<file path="src/rtl/fetch_unit_pkg.sv">
// rtl/fetch_unit_pkg.sv - shared control constants and fetch front-end types
package fetch_unit_pkg;

   localparam int          CTL_XLEN         = 32;
   localparam logic [31:0] CTL_NOP          = 32'h0000_0013;
   localparam logic [31:0] DEFAULT_RESET_PC = 32'h0040_0000;

   typedef enum logic [1:0] {
      S_IDLE    = 2'd0,
      S_WAIT    = 2'd1,
      S_DISCARD = 2'd2
   } fetch_state_t;

   // Sequential fetch address; wraps silently at the top of the address space.
   function automatic logic [31:0] next_fetch_pc(input logic [31:0] pc);
      return pc + 32'd4;
   endfunction

endpackage

</file>
<file path="src/rtl/inst_fifo.sv">
// rtl/inst_fifo.sv - synchronous {pc, inst} buffer with flush
module inst_fifo #(
   parameter  int WIDTH = 64,
   parameter  int DEPTH = 2,
   localparam int PW    = $clog2(DEPTH),
   localparam int CW    = PW + 1
) (
   input  logic             clock,
   input  logic             reset,
   input  logic             push,
   input  logic [WIDTH-1:0] push_data,
   input  logic             pop,
   input  logic             flush,
   output logic [CW-1:0]    count,
   output logic             empty,
   output logic [WIDTH-1:0] head_data
);

   logic [WIDTH-1:0] mem [DEPTH];
   logic [PW-1:0]    wr_ptr;
   logic [PW-1:0]    rd_ptr;
   logic             do_push;
   logic             do_pop;
   logic             full;

   assign empty   = (count == '0);
   assign full    = (count == CW'(DEPTH));
   assign do_pop  = pop & ~empty;
   assign do_push = push & (~full | do_pop);

   // Empty buffer presents zeros so stale entries never leak after a flush.
   assign head_data = empty ? '0 : mem[rd_ptr];

   always_ff @(posedge clock) begin
      if (reset || flush) begin
         wr_ptr <= '0;
         rd_ptr <= '0;
         count  <= '0;
      end else begin
         if (do_push) wr_ptr <= wr_ptr + 1'b1;
         if (do_pop)  rd_ptr <= rd_ptr + 1'b1;
         count <= count + CW'(do_push) - CW'(do_pop);
      end
   end

   always_ff @(posedge clock) begin
      if (do_push && !reset && !flush) mem[wr_ptr] <= push_data;
   end

endmodule

</file>
<file path="src/rtl/fetch_unit.sv">
// rtl/fetch_unit.sv - instruction fetch FSM, PC registers and imem handshake
module fetch_unit
   import fetch_unit_pkg::*;
#(
   parameter logic [31:0] RESET_PC   = DEFAULT_RESET_PC,
   parameter int          FIFO_DEPTH = 2
) (
   input  logic        clock,
   input  logic        reset,
   input  logic        inst_consume,
   input  logic        redirect,
   input  logic [31:0] redirect_pc,
   output logic [31:0] inst,
   output logic [31:0] inst_pc,
   output logic        inst_available,
   output logic        imem_req,
   output logic [31:0] imem_addr,
   input  logic        imem_ack,
   input  logic        imem_rvalid,
   input  logic [31:0] imem_rdata
);

   localparam int CW = $clog2(FIFO_DEPTH) + 1;

   fetch_state_t state;
   logic [31:0]  fetch_pc;
   logic [31:0]  req_pc;
   logic [CW-1:0] fifo_count;
   logic          fifo_empty;
   logic [63:0]   fifo_head;
   logic          fifo_push;
   logic          fifo_pop;
   logic          accept;

   assign imem_req  = (state == S_IDLE) && (fifo_count < CW'(FIFO_DEPTH)) && !redirect && !reset;
   assign imem_addr = fetch_pc;
   assign accept    = imem_req && imem_ack;

   // Redirect wins over both the response push and the decode-side pop.
   assign fifo_push = (state == S_WAIT) && imem_rvalid && !redirect;
   assign fifo_pop  = inst_consume && inst_available && !redirect;

   assign inst_available = !fifo_empty;
   assign inst_pc        = fifo_head[63:32];
   assign inst           = fifo_head[31:0];

   inst_fifo #(
      .WIDTH (64),
      .DEPTH (FIFO_DEPTH)
   ) u_inst_fifo (
      .clock     (clock),
      .reset     (reset),
      .push      (fifo_push),
      .push_data ({req_pc, imem_rdata}),
      .pop       (fifo_pop),
      .flush     (redirect),
      .count     (fifo_count),
      .empty     (fifo_empty),
      .head_data (fifo_head)
   );

   always_ff @(posedge clock) begin
      if (reset) begin
         state    <= S_IDLE;
         fetch_pc <= RESET_PC;
         req_pc   <= '0;
      end else if (redirect) begin
         fetch_pc <= redirect_pc & 32'hFFFF_FFFC;
         // An outstanding request whose response has not yet arrived becomes stale.
         if (state == S_WAIT) state <= imem_rvalid ? S_IDLE : S_DISCARD;
      end else begin
         case (state)
            S_IDLE: begin
               if (accept) begin
                  req_pc   <= fetch_pc;
                  fetch_pc <= next_fetch_pc(fetch_pc);
                  state    <= S_WAIT;
               end
            end
            S_WAIT:    if (imem_rvalid) state <= S_IDLE;
            S_DISCARD: if (imem_rvalid) state <= S_IDLE;
            default:   state <= S_IDLE;
         endcase
      end
   end

endmodule

</file>
<file path="config.mk">
export PLATFORM = sky130hd
export DESIGN_NAME = fetch_unit
export DESIGN_NICKNAME = d
export VERILOG_FILES = /design/src/rtl/fetch_unit_pkg.sv /design/src/rtl/inst_fifo.sv /design/src/rtl/fetch_unit.sv
export SDC_FILE = /design/constraint.sdc
export NUM_CORES = 1
export LEC_CHECK = 0
export CORE_MARGIN = 2
export CORE_UTILIZATION = 35
export CTS_CLUSTER_DIAMETER = 150
export DETAILED_ROUTE_END_ITERATION = 16
export SETUP_SLACK_MARGIN = 0.02
export SLEW_MARGIN = 20
export SYNTH_ARGS = -nofsm -noshare
export SYNTH_HDL_FRONTEND = slang
export SYNTH_HIERARCHICAL = 1
export SYNTH_SLANG_ARGS = --single-unit
</file>
<file path="constraint.sdc">
create_clock -name clock -period 9.6 [get_ports clock]
set_input_delay 2.4 -clock clock [delete_from_list [all_inputs] [get_ports clock]]
set_output_delay 2.4 -clock clock [all_outputs]
set_load 0.005 [all_outputs]
</file>
### After elaboration in Yosys (flattened, before gate mapping)

Memory sizes are Yosys's and may differ from the RTL's. A register that Yosys moved wholly into a read port is not among the register bits.
Cells that the tools add are included.

* input port bits: 70
* memory bits (writable): 128
* memories: 1
* register bits: 70
* logic and storage cells: 64

* equal/unequal tests: 6
* $add $sub $neg: 5
* order comparisons: 1
* multiplexer cells: 14
* reductions and logical operators: 24
* bitwise operators: 6

Memory list
* u_inst_fifo.mem: words 2, bits a word 64, rd ports 1, clocked after memory_dff 1, write ports 1, line inst_fifo.sv:19 `logic [WIDTH-1:0] mem [DEPTH];`

Operator list (count)
* $mux W32: 3
* $mux W64: 1
* $add A32 B3 Y32 const B: 1
* $logic_and A1 B1 Y1: 10
* $mux W2: 5
* $reduce_and A3 Y1: 2
* $eq A2 B2 Y1 const B: 2
* $logic_not A2 Y1: 2
* $mux W1: 4
* $pmux W2 S2: 1
* $reduce_and A2 Y1: 2
* $reduce_bool A2 Y1: 2
* $reduce_or A2 Y1: 2
* $logic_not A1 Y1: 3
* $ne A3 B1 Y1 const B: 1
* $ne A3 B3 Y1 const B: 1
* $not A1 Y1: 3
* $add A1 B1 Y1 const B: 2
* $add A2 B1 Y2: 1
* $and A1 B1 Y1: 2
* $eq A2 B1 Y1 const B: 1
* $lt A2 B2 Y1 const B: 1
* $ne A2 B1 Y1 const B: 1
* $sub A2 B1 Y2: 1
* 2 further kinds: 2

### Depth between registers and ports, before layout

Gate-level depths: netlist of run 1.

* depth in word-level cells: 11
* depth in mapped cells: 12
* depth with buffers taken out: 11

### By module

Netlist of run 1, hierarchy kept.

Modules (own cells, without submodules)
* inst_fifo: area each 5144.9 sq um, times used 1, cells an instance 296
* fetch_unit: area each 3011.6 sq um, times used 1, cells an instance 372

### Least setup slack after synthesis of run 1

No wires, ideal clock.

* path type: in2reg
* from: input port redirect
* to: memory u_inst_fifo.mem[1][0], enable pin
* setup slack: -0.784 ns
* arrival: 9.719 ns
* path buffers: 1
* stages on the path: 5
* library setup time: 0.665 ns
* cell sequence: clkinv_1 > clkbuf_1 > and3_1 > o31ai_4 > nor4b_1

* word-level cells in the longest chain between the ends: 9
* elaborated cells on any way between the ends: 10
* classes of those cells: mux: 2; bitwise: 3; reduce/logical: 5

RTL lines
* start, declared: line fetch_unit.sv:11 `input logic redirect,`
* $logic_not A1 Y1: line fetch_unit.sv:41 `assign fifo_pop = inst_consume && inst_available && !redirect;`
* $logic_and A1 B1 Y1: line fetch_unit.sv:41
* via fifo_pop: line fetch_unit.sv:32 `logic fifo_pop;`
* $and A1 B1 Y1: line inst_fifo.sv:28 `assign do_pop = pop & ~empty;`
* $or A1 B1 Y1: line inst_fifo.sv:29 `assign do_push = push & (~full | do_pop);`
* $and A1 B1 Y1: line inst_fifo.sv:29
* $logic_and A1 B1 Y1 (2 in a row): line inst_fifo.sv:47 `if (do_push && !reset && !flush) mem[wr_ptr] <= push_data;`
* $mux W1: line inst_fifo.sv:47
* $mux W1 (implied by the code): line inst_fifo.sv:47
* end, declared: line inst_fifo.sv:19

The timed path passes the listed nets, and every way through them passes these cells.

### Worst setup path after layout of run 1

* from: input port redirect
* to: output port imem_req

* word-level cells in the longest chain between the ends: 3

RTL lines
* $logic_not A1 Y1: line fetch_unit.sv:35 `assign imem_req = (state == S_IDLE) && (fifo_count < CW'(FIFO_DEPTH)) && !redirect && !reset;`
* $logic_and A1 B1 Y1 (2 in a row): line fetch_unit.sv:35
* end, declared: line fetch_unit.sv:16 `output logic imem_req,`

No other way between the ends.

==> results of run 1 <==
-- power by group through the flow --
stage,combinational [W],sequential (W),clock (W)
after floorplan,0.0000429,0.000933,0
after global placement,0.000103,0.000938,0
after detailed placement,0.000104,0.000938,0
after CTS,0.000105,0.000919,0.000702
after global routing,0.000113,0.000921,0.000733
final,0.000103,0.000919,0.000684
-- through the flow --
step / hold slack, ps / power (W) / setup WS [ps]
floorplan: 425 / 0.000976 / 2420
finish: 453 / 0.00171 / 3190
global placement: 432 / 0.00104 / 3200
global route: 468 / 0.00177 / 3120
CTS: 455 / 0.00173 / 3180
detailed placement: 439 / 0.00104 / 3190
-- worst min-delay path by stage --
stage	end	slack, ps	cells after the start
6_report	u_inst_fifo/mem[1][45]	450	0
5_1_grt	u_inst_fifo/mem[1][59]	470	0
4_1_cts	u_inst_fifo/mem[0][45]	460	0
3_5_place_dp	u_inst_fifo/mem[0][46]	440	0
3_3_place_gp	u_inst_fifo/mem[0][43]	430	0
2_1_floorplan	u_inst_fifo/mem[0][34]	430	0
-- worst register-to-register path: stages (launching register included) --
cell     delay, ps
dfxtp_1        470
nor2_4          60
buf_4          320
inv_1          380
and3_1         260
o31ai_4        130
nor2_4         620
buf_4          660
-- metal layers --
metal	up-vias	track usage, %	routed length, um
met5	-	0	0
met4	0	4.06	111
met3	12	3.96	989
met2	140	25.3	8960
met1	2608	21.3	9030
li1	2709	-	-
-- registers in the layout (all words and copies together) (netlist names), named ones only --
name	flops
imem_addr	30
req_pc	30
state	2
u_inst_fifo/count	2
u_inst_fifo/mem	128
u_inst_fifo/rd_ptr	1
u_inst_fifo/wr_ptr	1
-- placed cells by master (no fill, tap or decap), types with 5 or more instances in the layout --
master / netlist / final
clkdlybuf4s50_1: 0 / 162
edfxtp_1: 128 / 128
nor2_1: 87 / 85
nand2_1: 77 / 77
mux2i_1: 68 / 68
dfxtp_1: 67 / 66
a21oi_1: 43 / 43
clkbuf_16: 0 / 18
nand3_1: 14 / 14
xnor2_1: 14 / 14
nor3_1: 13 / 13
and2_1: 11 / 11
inv_1: 9 / 9
nand4_1: 9 / 9
a211oi_1: 9 / 9
and3_1: 8 / 8
buf_4: 3 / 8
a31oi_1: 6 / 6
xor2_1: 6 / 6
conb_1: 1 / 6
ha_1: 5 / 5
inv_6: 0 / 5
-- area by class of cell --
type,count,area [um2]
Fill cell,2134,12200
Sequential cell,195,5190
Multi-Input combinational cell,427,2680
Timing Repair Buffer,171,1690
Clock buffer,19,454
Tap cell,313,392
Clock inverter,13,113
Inverter,10,37.5
-- cell usage after synthesis (2+ instances only) --
library cell | instances | area (um2)
clkbuf_1 | 16 | 60.1
nand4_1 | 9 | 56.3
nor3_1 | 13 | 65.1
o31ai_1 | 2 | 15.0
a211oi_1 | 9 | 67.6
a221oi_1 | 2 | 17.5
inv_1 | 9 | 33.8
nor4_1 | 4 | 25.0
edfxtp_1 | 128 | 3840
xnor2_1 | 14 | 123
o21bai_1 | 2 | 15.0
dfxtp_1 | 67 | 1340
a21oi_1 | 43 | 215
a31oi_1 | 6 | 37.5
mux2i_1 | 68 | 681
nand2_1 | 77 | 289
or4_1 | 3 | 22.5
o22ai_1 | 4 | 25.0
and4_1 | 4 | 35.0
nand4_2 | 2 | 25.0
ha_1 | 5 | 62.6
buf_2 | 7 | 35.0
mux2_2 | 2 | 22.5
a21o_1 | 2 | 15.0
o21ai_0 | 3 | 15.0
buf_8 | 6 | 90.1
xor2_1 | 6 | 52.6
nand3_1 | 14 | 70.1
nor2_1 | 87 | 327
nor4_2 | 2 | 25.0
buf_6 | 8 | 90.1
and3_1 | 8 | 50.1
and2_1 | 11 | 68.8
buf_4 | 3 | 22.5
-- kinds of logic (layout without fill, tap and decap cells) --
group	Yosys count	count (layout)	synth area share, %
AOI/OAI and AO/OA	81	81	6.32
adders and majority gates	5	5	0.767
and+or+nand+nor	245	245	14.4
other	1	6	0.0460
xor gates and xnor gates	20	20	2.15
DFF	195	195	63.6
muxes	70	70	8.62
buffers and inverters	51	213	4.16
==> impl_metrics.csv, run 1 <==
group,metric,value,unit
status,status,"completed",
clock_network,cts_root_buffer,"clkbuf_16",
die,die_x,157,um
clock_network,clk_path_buf_depth,2,
finish,layout.cells.non_filler,1148,
sta,hold_viol_final,0,
power,power_frac_seq,53.9,%
synthesis,synth_seq_cells,195,
clock_network,cts_made_buffers,17,
grt,grt_max_degree,72,
power,switchingPower,0.000389,W
critical_path,worst_path_largest_cell_delay,560,ps
critical_path,cp-start-kind,"input pin",
run,cap_violations,0,
sta,rsz0062_at_grt,"no",
sta,worst_slew_pin_slew,1000,ps
sta,finalCritPeriodShare,66.8,%
synthesis,synthesis.area,0.00816,mm2
synthesis,synth-edff-count,128,
clock_network,path_clk_slew,70,ps
clock_network,cts.sinks,195,
synthesis,ys_async_sr_fraction,0,%
critical_path,crit_chain,"clkdlybuf4s50_1, buf_4, nor4b_4, clkdlybuf4s50_1",
sta,drv_slew,0,
critical_path,crit_required,7200,ps
critical_path,crit_path_end_kind,"primary output",
sta,timing.fmax,156,MHz
grt,grt_overflow,0,
sta,post-route-min-period,6410,ps
place,post_dp_cell_area,0.00999,mm2
clock_network,cts_tree,"built",
synthesis,yosysWarnings,6,
drt,drc,0,
drt,antenna_left,0,
power,p_comb_share,6.1,%
synthesis,ys_seq_area_share,63.6,%
power,pwr_density_cell,162,mW/mm2
power,leakage,3.35,nW
clock_network,hold_buffers,0,
drt,vias_per_cell,4.76,
critical_path,crit_end,"imem_req",
clock_network,ctsHtreeMaxLevel,4,
die,io_pins,168,
power,p_sw_share,22.8,%
die,initial_core_util,35.8,%
sta,maxSlewHeadroom,33.1,%
critical_path,cp_common_cell,"clkdlybuf4s50_1",
clock_network,cts_resized,0,
grt,grt_pass1_wl,29200,um
critical_path,worst-setup-path-type,"input pin to primary output",
place,gp_congestion,0.750,
sta,final-setup-viol-count,0,
critical_path,startpoint,"redirect",
synthesis,postSynthCellCount,668,
place,placed_cells,1116,
die,core_area,0.0228,mm2
power,irDropWorstVdd,105,uV
critical_path,critPathSlowestCell,"clkdlybuf4s50_1",
clock_network,post_cts_buffers,0,
synthesis,syn_avg_cell_area,12.2,um2
sta,tns,0,ps
finish,drive_gt1_share,6.95,%
critical_path,r2r_slack,6280,ps
grt,grt_usage,15.7,%
finish,fin_area,0.0106,mm2
critical_path,cp_top_family,"buffers and inverters",
critical_path,timing.rr.end,"u_inst_fifo/mem[0][25]",
critical_path,reg2reg_from,"u_inst_fifo/count[0]",
clock_network,clk_latency,430,ps
critical_path,crit_arrival,4010,ps
drt,drt_iter0_markers,440,
grt,antenna_found_initial,0,
synthesis,ys_types,56,
critical_path,cp.depth,4,
grt,grt_pass1_vias,5239,
hold_path,hold_path_class,"register to register",
critical_path,worstPathMaxFanout,37,
drt,drt-total-wl,19100,um
hold_path,holdCritStartpoint,"req_pc[13]",
die,dieArea,0.0245,mm2
sta,finClkSkew,14.5,ps
finish,synthToLayoutAreaGrowth,29.4,%
die,die-height,157,um
drt,wl_per_cell,16.6,um
place,io_buffer_count,163,
critical_path,cp.buffers_inverters,3,
drt,vias,5469,
synthesis,ys.flop_type,"edfxtp_1",
power,p_int,0.00132,W
power,power.share.clock,40.1,%
finish,nets,897,
critical_path,r2r_cells,7,
finish,final_util,46.3,%
finish,antenna_cells,0,
drt,first_pass_iters,4,
place,dp_hpwl,12000,um
die,rows,55,
No activity file was read; power rests on OpenSTA's default activity.
==> run 2, diff against run 1 <==
- clock period: 9.6 -> 5.8 ns (I/O delays scaled with it)
==> run 2 against run 1 <==
Net effect: utilization grew 0.21 points; cell count hardly changed; clock-buffer cell count stayed put; critical endpoint unchanged; largest power group unchanged.
==> impl_metrics.csv, run 2 (synthesis gave the netlist of run 1 again) <==
group,metric,value,unit
status,status,"completed",
sta,setup_slack,1550,ps
clock_network,cts_root_buffer,"clkbuf_16",
clock_network,cts.sinks,195,
hold_path,min_path_cells,0,
sta,finalCritPeriodShare,73.2,%
critical_path,worst_path_largest_cell_delay,560,ps
critical_path,worstPathMaxFanout,3,
die,io_pins,168,
drt,first_pass_iters,4,
drt,drt_iter0_markers,240,
finish,drive_gt1_share,7.06,%
critical_path,cp_top_family,"buffers and inverters",
die,initial_core_util,35.8,%
finish,antenna_cells,0,
critical_path,reg2reg_from,"u_inst_fifo/count[1]",
grt,grt_usage,15.6,%
hold_path,min_to,"u_inst_fifo/mem[0][43]",
die,core_area,0.0228,mm2
grt,grt_pass1_vias,5243,
sta,finClkSkew,9.11,ps
finish,nets,898,
power,irDropWorstVdd,151,uV
sta,drv_slew,0,
critical_path,cp.buffers_inverters,2,
sta,final-setup-viol-count,0,
critical_path,r2r_slack,3000,ps
clock_network,cts_made_buffers,17,
hold_path,holdCritStartpoint,"req_pc[11]",
clock_network,hold_buffers,0,
finish,synthToLayoutAreaGrowth,30.0,%
clock_network,post_cts_buffers,0,
grt,grt_pass1_wl,29100,um
sta,tns,0,ps
finish,multi_input_area,0.00268,mm2
grt,antenna_found_initial,0,
drt,vias_per_cell,4.77,
critical_path,crit_arrival,2800,ps
sta,hold_viol_final,0,
clock_network,cts_resized,0,
die,die_x,157,um
finish,fillers,2150,
finish,final_common_cell,"clkdlybuf4s50_1",
place,io_buffer_count,163,
critical_path,critPathSlowestCell,"clkdlybuf4s50_1",
critical_path,cp-start-kind,"input pin",
critical_path,r2r_cells,10,
run,cap_violations,0,
finish,final_cell_mix,"clkdlybuf4s50_1, edfxtp_1, nor2_1",
drt,antenna_left,0,
clock_network,clk_latency,430,ps
clock_network,cts_tree,"built",
clock_network,clk_path_buf_depth,2,
grt,grt_max_degree,71,
sta,rsz0062_at_grt,"no",
drt,wl_per_cell,16.5,um
die,dieArea,0.0245,mm2
sta,worst_slew_pin_slew,991,ps
drt,drc,0,
place,gp_congestion,0.772,
drt,drt-total-wl,19000,um
sta,maxSlewHeadroom,33.7,%
finish,top_register,"u_inst_fifo/mem",
finish,seq_area,0.00519,mm2
critical_path,crit_path_end_kind,"primary output",
critical_path,worst-setup-path-type,"input pin to primary output",
grt,grt_overflow,0,
critical_path,cp_common_cell,"clkdlybuf4s50_1",
place,dp_worst_setup_slack,1550,ps
clock_network,ctsHtreeMaxLevel,4,
drt,vias,5482,
power,pwr_density_cell,269,mW/mm2
clock_network,path_clk_slew,70,ps
critical_path,crit_chain,"clkdlybuf4s50_1, nor4b_4, clkdlybuf4s50_1",
finish,largest_reg_flops,128,
critical_path,crit_required,4350,ps
hold_path,hold_path_class,"register to register",
critical_path,timing.rr.end,"u_inst_fifo/count[1]",
sta,timing.fmax,236,MHz
place,dp_hpwl,12200,um
sta,post-route-min-period,4250,ps
power,leakage,3.36,nW
die,rows,55,
die,die-height,157,um
## run 2: per-stage QoR
stage          instance area, um2  utilization, %  instances  power (W)  hold slack [ps]
2_1_floorplan                8190               -        673    0.00162              425
3_3_place_gp                10000            44.0       1117    0.00172              431
3_5_place_dp                10000            44.0       1117    0.00172              437
4_1_cts                     10600            46.5       1149    0.00288              455
5_1_grt                     10600            46.5       1149    0.00295              470
6_report                    10600            46.5       1149    0.00285              449
## run 2: worst max-delay path by stage
stage	startpoint	to	slack (ps)	cells after the start
floorplan	redirect	u_inst_fifo/mem[0][0]	420	5
global placement	redirect	imem_req	1530	3
detailed placement	redirect	imem_req	1550	3
CTS	redirect	imem_req	1540	3
global route	redirect	imem_req	1480	3
finish	redirect	imem_req	1550	3
## run 2: layout make-up
type	instances	area share, %
sequential	195	48.9
timing repair buffer	172	16.2
tap	313	3.69
clock buffer	19	4.18
multi-input combinational	427	25.3
clock inverter	13	1.31
inverter	10	0.354
## run 2: metal layers
layer	global-route usage (%)	up-vias	wire length, um
li1	-	2714	-
met1	20.5	2605	8900
met2	25.3	141	8820
met3	3.60	22	934
met4	5.37	0	338
met5	0	-	0
## run 2: where the power goes
part           switching, W  internal [W]
clock network      0.000541      0.000621
logic             0.0000738     0.0000971
registers         0.0000294       0.00149
total              0.000644       0.00221
